## config.mk

```make
export PLATFORM = sky130hd
export DESIGN_NAME = ctrl_scoreboard_flat
export DESIGN_NICKNAME = d
export VERILOG_FILES = /design/src/rtl/ctrl_scoreboard_pkg.sv /design/src/rtl/ctrl_scoreboard_if.sv /design/src/rtl/ctrl_scoreboard_gpr_busy_cnt.sv /design/src/rtl/ctrl_scoreboard.sv /design/src/flat_wrapper.sv
export SDC_FILE = /design/constraint.sdc
export NUM_CORES = 1
export LEC_CHECK = 0
export BUFFER_PORTS_ARGS = -buffer_cell sky130_fd_sc_hd__buf_4
export CAP_MARGIN = 10
export CORE_MARGIN = 3
export CORE_UTILIZATION = 50
export CTS_CLUSTER_DIAMETER = 80
export CTS_CLUSTER_SIZE = 28
export DETAILED_ROUTE_END_ITERATION = 12
export PLACE_DENSITY = 0.67
export REMOVE_ABC_BUFFERS = 1
export SLEW_MARGIN = 20
export SYNTH_ARGS = -nofsm -noshare
export SYNTH_HDL_FRONTEND = slang
export SYNTH_HIERARCHICAL = 1
export SYNTH_SLANG_ARGS = --single-unit
```

## constraint.sdc

```tcl
create_clock -name clk_i -period 6.61 [get_ports clk_i]
set_input_delay 0.9915 -clock clk_i [delete_from_list [all_inputs] [get_ports clk_i]]
set_output_delay 0.9915 -clock clk_i [all_outputs]
set_load 0.02 [all_outputs]
```

## src/rtl/ctrl_scoreboard_pkg.sv

```systemverilog
// Shared types and constants for the front-end RAW scoreboard and redirect/flush controller.
package ctrl_scoreboard_pkg;

  localparam int NB_GPR        = 32;
  localparam int RF_ADDR_WIDTH = $clog2(NB_GPR);
  localparam int MAX_RD_PORTS  = 4;
  localparam int MAX_WB_PORTS  = 2;
  // Wide enough to count every writeback port hitting one register in the same cycle.
  localparam int DEC_WIDTH     = $clog2(MAX_WB_PORTS + 1);

  typedef enum logic [1:0] {
    FL_IDLE  = 2'd0,
    FL_PEND  = 2'd1,
    FL_GUARD = 2'd2
  } flush_state_e;

endpackage

```

## src/rtl/ctrl_scoreboard_if.sv

```systemverilog
// Bundle between decode/exe/writeback and the scoreboard controller.
interface ctrl_scoreboard_if
  import ctrl_scoreboard_pkg::*;
#(
  parameter int NbGpr       = NB_GPR,
  parameter int NbReadPorts = 2,
  parameter int NbWbPorts   = 1
);
  localparam int AW = $clog2(NbGpr);

  // Issue handshake: an instruction issues in exactly the cycle where
  // issue_valid_i and issue_ready_o are both high; ready never looks at valid.
  logic                        issue_valid_i;
  logic                        issue_ready_o;
  logic [AW-1:0]               issue_rd_i;
  logic [NbReadPorts*AW-1:0]   rs_i;
  logic [NbReadPorts-1:0]      rs_dirty_o;

  logic [NbWbPorts-1:0]        wb_valid_i;
  logic [NbWbPorts*AW-1:0]     wb_rd_i;

  logic                        redirect_req_i;
  logic                        mem_ready_i;
  logic                        fetch_hit_i;

  logic                        softresetn_o;
  logic                        pc_en_o;
  logic                        busy_o;
  logic                        err_o;
  flush_state_e                fl_state_o;

  modport master (
    output issue_valid_i, issue_rd_i, rs_i, wb_valid_i, wb_rd_i,
           redirect_req_i, mem_ready_i, fetch_hit_i,
    input  issue_ready_o, rs_dirty_o, softresetn_o, pc_en_o, busy_o, err_o, fl_state_o
  );

  modport slave (
    input  issue_valid_i, issue_rd_i, rs_i, wb_valid_i, wb_rd_i,
           redirect_req_i, mem_ready_i, fetch_hit_i,
    output issue_ready_o, rs_dirty_o, softresetn_o, pc_en_o, busy_o, err_o, fl_state_o
  );

endinterface

```

## src/rtl/ctrl_scoreboard_gpr_busy_cnt.sv

```systemverilog
// Pending-write counter for one GPR: saturating add, clamp-to-zero on underflow.
module gpr_busy_cnt
  import ctrl_scoreboard_pkg::*;
#(
  parameter int BusyWidth = 2
) (
  input  logic                 clk_i,
  input  logic                 rst_i,
  input  logic                 inc,
  input  logic [DEC_WIDTH-1:0] dec,
  output logic [BusyWidth-1:0] cnt,
  output logic                 underflow
);

  localparam int SW = BusyWidth + DEC_WIDTH;
  localparam logic [SW-1:0] CntMax = SW'({BusyWidth{1'b1}});

  logic [SW-1:0]        sum;
  logic [SW-1:0]        dec_ext;
  logic [SW-1:0]        diff;
  logic [BusyWidth-1:0] cnt_d;

  always_comb begin
    sum       = SW'(cnt) + SW'(inc);
    dec_ext   = SW'(dec);
    diff      = sum - dec_ext;
    underflow = (dec_ext > sum);
    cnt_d     = cnt;
    if (underflow) begin
      cnt_d = '0;
    end else if (diff > CntMax) begin
      cnt_d = CntMax[BusyWidth-1:0];
    end else begin
      cnt_d = diff[BusyWidth-1:0];
    end
  end

  always_ff @(posedge clk_i or posedge rst_i) begin
    if (rst_i) begin
      cnt <= '0;
    end else begin
      cnt <= cnt_d;
    end
  end

endmodule

```

## src/rtl/ctrl_scoreboard.sv

```systemverilog
// Multi-port RAW scoreboard with saturation back-pressure and a redirect/flush FSM.
module ctrl_scoreboard
  import ctrl_scoreboard_pkg::*;
#(
  parameter int NbGpr       = NB_GPR,
  parameter int BusyWidth   = 2,
  parameter int NbReadPorts = 2,
  parameter int NbWbPorts   = 1,
  parameter int WbBypass    = 0
) (
  input logic          clk_i,
  input logic          rst_i,
  ctrl_scoreboard_if.slave bus
);

  localparam int AW = $clog2(NbGpr);
  localparam int CW = BusyWidth + DEC_WIDTH;
  localparam logic [BusyWidth-1:0] CntMax = '1;

  logic [BusyWidth-1:0] cnt      [NbGpr];
  logic [DEC_WIDTH-1:0] dec_cnt  [NbGpr];
  logic                 inc      [NbGpr];
  logic                 uflow    [NbGpr];
  logic [AW-1:0]        rs_idx   [NbReadPorts];
  logic [NbReadPorts-1:0] rs_dirty;

  logic         flush;
  logic         issue_ready;
  logic         issue_fire;
  logic         rd_sat;
  logic         busy;
  logic         any_uflow;
  logic         err_q;
  flush_state_e state_q;
  flush_state_e state_d;

  // x0 never carries a pending write.
  assign cnt[0]   = '0;
  assign uflow[0] = 1'b0;

  for (genvar r = 1; r < NbGpr; r++) begin : g_cnt
    gpr_busy_cnt #(.BusyWidth(BusyWidth)) u_cnt (
      .clk_i     (clk_i),
      .rst_i     (rst_i),
      .inc       (inc[r]),
      .dec       (dec_cnt[r]),
      .cnt       (cnt[r]),
      .underflow (uflow[r])
    );
  end

  for (genvar k = 0; k < NbReadPorts; k++) begin : g_rs
    assign rs_idx[k] = bus.rs_i[k*AW +: AW];
  end

  // Issue side: stall only when the destination counter is full or a flush is under way.
  always_comb begin
    rd_sat      = (bus.issue_rd_i != '0) && (cnt[bus.issue_rd_i] == CntMax);
    issue_ready = !flush && !rd_sat;
    issue_fire  = bus.issue_valid_i && issue_ready;
  end

  always_comb begin
    for (int r = 0; r < NbGpr; r++) begin
      inc[r]     = 1'b0;
      dec_cnt[r] = '0;
      if (r != 0) begin
        inc[r] = issue_fire && (bus.issue_rd_i == AW'(r));
        for (int p = 0; p < NbWbPorts; p++) begin
          if (bus.wb_valid_i[p] && (bus.wb_rd_i[p*AW +: AW] == AW'(r))) begin
            dec_cnt[r] = dec_cnt[r] + DEC_WIDTH'(1);
          end
        end
      end
    end
  end

  // A source retiring its last pending write this cycle reads clean when bypass is enabled.
  always_comb begin
    rs_dirty = '0;
    for (int k = 0; k < NbReadPorts; k++) begin
      if ((rs_idx[k] != '0) && (cnt[rs_idx[k]] != '0)) begin
        rs_dirty[k] = 1'b1;
      end
      if ((WbBypass != 0) && (CW'(cnt[rs_idx[k]]) == CW'(dec_cnt[rs_idx[k]]))) begin
        rs_dirty[k] = 1'b0;
      end
    end
  end

  always_comb begin
    busy      = 1'b0;
    any_uflow = 1'b0;
    for (int r = 0; r < NbGpr; r++) begin
      busy      = busy | (cnt[r] != '0);
      any_uflow = any_uflow | uflow[r];
    end
  end

  always_ff @(posedge clk_i or posedge rst_i) begin
    if (rst_i) begin
      err_q <= 1'b0;
    end else if (any_uflow) begin
      err_q <= 1'b1;
    end
  end

  always_ff @(posedge clk_i or posedge rst_i) begin
    if (rst_i) begin
      state_q <= FL_IDLE;
    end else begin
      state_q <= state_d;
    end
  end

  // GUARD swallows the cycle after a flush so a lingering request cannot flush twice.
  always_comb begin
    state_d = state_q;
    flush   = 1'b0;
    case (state_q)
      FL_IDLE: begin
        if (bus.redirect_req_i) begin
          if (bus.mem_ready_i) begin
            flush   = 1'b1;
            state_d = FL_GUARD;
          end else begin
            state_d = FL_PEND;
          end
        end
      end
      FL_PEND: begin
        if (!bus.redirect_req_i) begin
          state_d = FL_IDLE;
        end else if (bus.mem_ready_i) begin
          flush   = 1'b1;
          state_d = FL_GUARD;
        end
      end
      FL_GUARD: state_d = FL_IDLE;
      default:  state_d = FL_IDLE;
    endcase
  end

  assign bus.issue_ready_o = issue_ready;
  assign bus.rs_dirty_o    = rs_dirty;
  assign bus.softresetn_o  = !flush;
  assign bus.pc_en_o       = bus.fetch_hit_i | flush;
  assign bus.busy_o        = busy;
  assign bus.err_o         = err_q;
  assign bus.fl_state_o    = state_q;

endmodule

```

## src/flat_wrapper.sv

```systemverilog
// flat-port wrapper written by rule: the top's interface ports become plain ports
module ctrl_scoreboard_flat import ctrl_scoreboard_pkg::*;
#(
  parameter int NbGpr       = NB_GPR,
  parameter int BusyWidth   = 2,
  parameter int NbReadPorts = 2,
  parameter int NbWbPorts   = 1,
  parameter int WbBypass    = 0
)
  (clk_i, rst_i, bus_issue_valid_i, bus_issue_rd_i, bus_rs_i, bus_wb_valid_i, bus_wb_rd_i, bus_redirect_req_i, bus_mem_ready_i, bus_fetch_hit_i, bus_issue_ready_o, bus_rs_dirty_o, bus_softresetn_o, bus_pc_en_o, bus_busy_o, bus_err_o, bus_fl_state_o);
  ctrl_scoreboard_if #(.NbGpr(NbGpr), .NbReadPorts(NbReadPorts), .NbWbPorts(NbWbPorts)) bus_i ();
  input logic clk_i;
  input logic rst_i;
  input wire logic [$bits(bus_i.issue_valid_i)-1:0] bus_issue_valid_i;
  input wire logic [$bits(bus_i.issue_rd_i)-1:0] bus_issue_rd_i;
  input wire logic [$bits(bus_i.rs_i)-1:0] bus_rs_i;
  input wire logic [$bits(bus_i.wb_valid_i)-1:0] bus_wb_valid_i;
  input wire logic [$bits(bus_i.wb_rd_i)-1:0] bus_wb_rd_i;
  input wire logic [$bits(bus_i.redirect_req_i)-1:0] bus_redirect_req_i;
  input wire logic [$bits(bus_i.mem_ready_i)-1:0] bus_mem_ready_i;
  input wire logic [$bits(bus_i.fetch_hit_i)-1:0] bus_fetch_hit_i;
  output wire logic [$bits(bus_i.issue_ready_o)-1:0] bus_issue_ready_o;
  output wire logic [$bits(bus_i.rs_dirty_o)-1:0] bus_rs_dirty_o;
  output wire logic [$bits(bus_i.softresetn_o)-1:0] bus_softresetn_o;
  output wire logic [$bits(bus_i.pc_en_o)-1:0] bus_pc_en_o;
  output wire logic [$bits(bus_i.busy_o)-1:0] bus_busy_o;
  output wire logic [$bits(bus_i.err_o)-1:0] bus_err_o;
  output wire logic [$bits(bus_i.fl_state_o)-1:0] bus_fl_state_o;
  assign bus_i.issue_valid_i = bus_issue_valid_i;
  assign bus_i.issue_rd_i = bus_issue_rd_i;
  assign bus_i.rs_i = bus_rs_i;
  assign bus_i.wb_valid_i = bus_wb_valid_i;
  assign bus_i.wb_rd_i = bus_wb_rd_i;
  assign bus_i.redirect_req_i = bus_redirect_req_i;
  assign bus_i.mem_ready_i = bus_mem_ready_i;
  assign bus_i.fetch_hit_i = bus_fetch_hit_i;
  assign bus_issue_ready_o = bus_i.issue_ready_o;
  assign bus_rs_dirty_o = bus_i.rs_dirty_o;
  assign bus_softresetn_o = bus_i.softresetn_o;
  assign bus_pc_en_o = bus_i.pc_en_o;
  assign bus_busy_o = bus_i.busy_o;
  assign bus_err_o = bus_i.err_o;
  assign bus_fl_state_o = bus_i.fl_state_o;
  ctrl_scoreboard #(.NbGpr(NbGpr), .BusyWidth(BusyWidth), .NbReadPorts(NbReadPorts), .NbWbPorts(NbWbPorts), .WbBypass(WbBypass)) u_core (.clk_i(clk_i), .rst_i(rst_i), .bus(bus_i));
endmodule
```

==> impl_metrics.tcl <==
set metrics [dict create \
    setup_tns_ns 0 \
    worstReg2RegEnd "u_core/bus.err_o$_DFFE_PP0P_" \
    worstSetupPathType "input port to register" \
    pin_count 36 \
    rr_startpoint "u_core/g_cnt[5].u_cnt/cnt[1]$_DFF_PP0_" \
    die_h_um 135 \
    post-route-drc-count 0 \
    nNetsFinal 1217 \
    std_cell_rows 46 \
    p_int_uw 1530 \
    syn_avg_cell_area_sq_um 9.07 \
    crit_fanout 27 \
    yosysTopAreaCellShare_pct 19.5 \
    gr-total-overflow 0 \
    critPathCaptureType "register" \
    synthArstFlopShare_pct 100 \
    arrival_ns 5.19 \
    grt.busiest_layer "met2" \
    hp-start "u_core/bus.fl_state_o[1]$_DFFE_PP0P_" \
    post_cts_buffers 0 \
    synth-main-ff-cell "dfrtp_1" \
    syn_to_final_growth_pct 10.7 \
    timing.max_cap.violations 0 \
    drt_iter0_markers 523 \
    p_sw_share_pct 45.3 \
    crit_chain "buf_4, mux4_2, a211oi_1, a31oi_2, a211oi_1, ha_1, inv_1, ha_1, inv_1, fa_1, inv_1, ha_1, nor4_1, nand4_1, or2_2" \
    final_core_util_pct 57.2 \
    wl_per_cell_um 16.7 \
    relSlewSlack_pct 50.1 \
    grt_pass1_wl_um 33900 \
    slowest_delay_ns 0.67 \
    num_antenna_cells 0 \
    fin_skew_ns 0.00663 \
    p_leak_uw 0.00438 \
    io_buffers 35 \
    num_vias 6683 \
    regArea_sq_mm 0.00163 \
    antenna_found_initial 0 \
    synth-seq-cells 65 \
    required_ns 6.83 \
    critical_path_depth 15 \
    critPathTopFamily "simple AND/OR/NAND/NOR gates" \
    p_switching_uw 1270 \
    synth.area.top_cells "dfrtp_1 (20%), ha_1 (19%), fa_1 (15%)" \
    drive_gt1_share_pct 10.8 \
    synth_enable_flop_cells 0 \
    cts_max_level 3 \
    period_needed_ns 4.97 \
    synth_area_sq_mm 0.00833 \
    cts_tree "done" \
    finalSetupViolCount 0 \
    crit_buf_inv 4 \
    total_power_uw 2790 \
    cts_resized 0 \
    cts-root-buf "clkbuf_16" \
    grt.total_usage_pct 23.8 \
    clock-sinks 65 \
    cts_max_path_buffers 2 \
    comb_power_share_pct 52.7 \
    synth_area_leader_cell "dfrtp_1" \
    grt_use_met2_pct 40.4 \
    hold_buffers 0 \
    worstSkewPairLatency_ns 0.34 \
    yosys_warnings 6 \
    drt_pass1_iterations 6 \
    synthTopCellsByCount "inv_1 (285), ha_1 (124), nor2_1 (68)" \
    startpoint_type "input port" \
    clk_pin_slew_ns 0.05 \
    postRouteAntennaNets 0 \
    power.density_mw_per_mm2 303 \
    outcome "completed" \
    worst_ir_drop_vdd_mv 0.139 \
    place_hpwl_um 17100 \
    gp_congestion 0.913 \
    yosysSeqAreaShare_pct 19.5 \
    nFillCells 1519 \
    hold_end "u_core/bus.fl_state_o[0]$_DFFE_PP0P_" \
    max_freq_ghz 0.201 \
    worst_path_max_delay_cell "nor4_1" \
    multi_input_area_sq_mm 0.00571 \
    grt_util_met3_pct 2.87 \
    holdCritPathClass "register to register" \
    gr-usage-met1_pct 30.9 \
    dieArea_sq_mm 0.0182 \
    die_x_um 135 \
    slew_violations 0 \
    fin_crit_sh_pct 75.2 \
    routed_wirelength_um 20400 \
    synthesis.instances 918 \
    rsz0062_at_grt "no" \
    power.share.clock_pct 16.2 \
    reg2reg_depth 14 \
    grt_max_degree 33 \
    grt_pass1_vias 6736 \
    synth_cell_types 56 \
    start_util_pct 51.7 \
    reg2reg_slack_ns 2.28 \
    core_sq_mm 0.0161 \
    seq_power_share_pct 31.1 \
    hold_depth 1 \
    cts_buffers 9 \
    hold_viol 0 \
    tightest_slew_ns 0.742 \
    routed_via_density 5.46 \
    synth_most_common_cell "inv_1" \
]
cells by family (layout without fill, tap and decap cells):
logic type / count (synthesis) / after routing / synth area share, %
AO/OA/AOI/OAI: 149 / 149 / 14.5
adder cells (fa/ha/maj): 186 / 186 / 33.5
buffers and inverters: 307 / 337 / 14.7
flip-flops: 65 / 65 / 19.5
multiplexers: 32 / 32 / 7.06
other: 1 / 62 / 0.0450
AND/OR/NAND/NOR: 178 / 178 / 10.6
worst max-delay path by stage:
stage,start,endpoint,slack [ns]
floorplan,bus_issue_rd_i[3],u_core/bus.err_o$_DFFE_PP0P_,2.38
global placement,bus_issue_rd_i[0],u_core/bus.err_o$_DFFE_PP0P_,1.45
detailed placement,bus_issue_rd_i[0],u_core/bus.err_o$_DFFE_PP0P_,1.42
CTS,bus_issue_rd_i[0],u_core/bus.err_o$_DFFE_PP0P_,1.76
global route,bus_issue_rd_i[2],u_core/bus.err_o$_DFFE_PP0P_,1.52
finish,bus_issue_rd_i[0],u_core/bus.err_o$_DFFE_PP0P_,1.64
power groups by stage:
stage / logic [uW] / registers (uW) / clock network (uW)
after floorplan: 1130 / 736 / 0
after global placement: 1420 / 871 / 0
after detailed placement: 1460 / 869 / 0
after CTS: 1480 / 865 / 460
after global routing: 1690 / 894 / 477
final: 1470 / 870 / 453
per-stage QoR:
step | instances | hold slack, ns | area, sq um | setup WS (ns)
floorplan | 957 | 0.556 | 8400 | 2.38
global placement | 1209 | 0.457 | 8940 | 1.45
detailed placement | 1209 | 0.438 | 8940 | 1.42
CTS | 1225 | 0.461 | 9230 | 1.76
global route | 1225 | 0.474 | 9230 | 1.52
finish | 1225 | 0.460 | 9230 | 1.64
cell type report:
cell class / instances / share of cell area, %
Clock inverter: 5 / 0.326
Multi-Input combinational cell: 607 / 61.8
Sequential cell: 65 / 17.6
Clock buffer: 11 / 2.74
Timing Repair Buffer: 36 / 2.93
Tap cell: 216 / 2.93
Inverter: 285 / 11.6
state kept, by name, summed over array words and instances (netlist names):
register and cells:
u_core/bus.err_o 1, u_core/g_cnt.u_cnt/cnt 62, u_core/bus.fl_state_o 2
cells in the final DEF, fill, tap and decap left out, types with 7 or more instances in the layout:
cell,instances
inv_1,285
ha_1,124
nor2_1,68
dfrtp_1,65
a31oi_1,62
conb_1,62
fa_1,62
buf_4,36
o31ai_2,31
nor3_1,21
nor4_1,19
a211oi_1,19
nand2_1,18
mux4_2,16
nand2b_1,11
nand4_1,10
mux2i_1,10
nand3_1,10
o21ai_0,10
clkbuf_16,9
a21oi_1,7
metal layers:
| layer | part of all wire (%) | vias to the layer above |
|---|---|---|
| li1 | - | 3184 |
| met1 | 43 | 3237 |
| met2 | 49 | 201 |
| met3 | 4.3 | 61 |
| met4 | 4.3 | 0 |
| met5 | 0 | - |
Power figures use the tool's default switching activity.
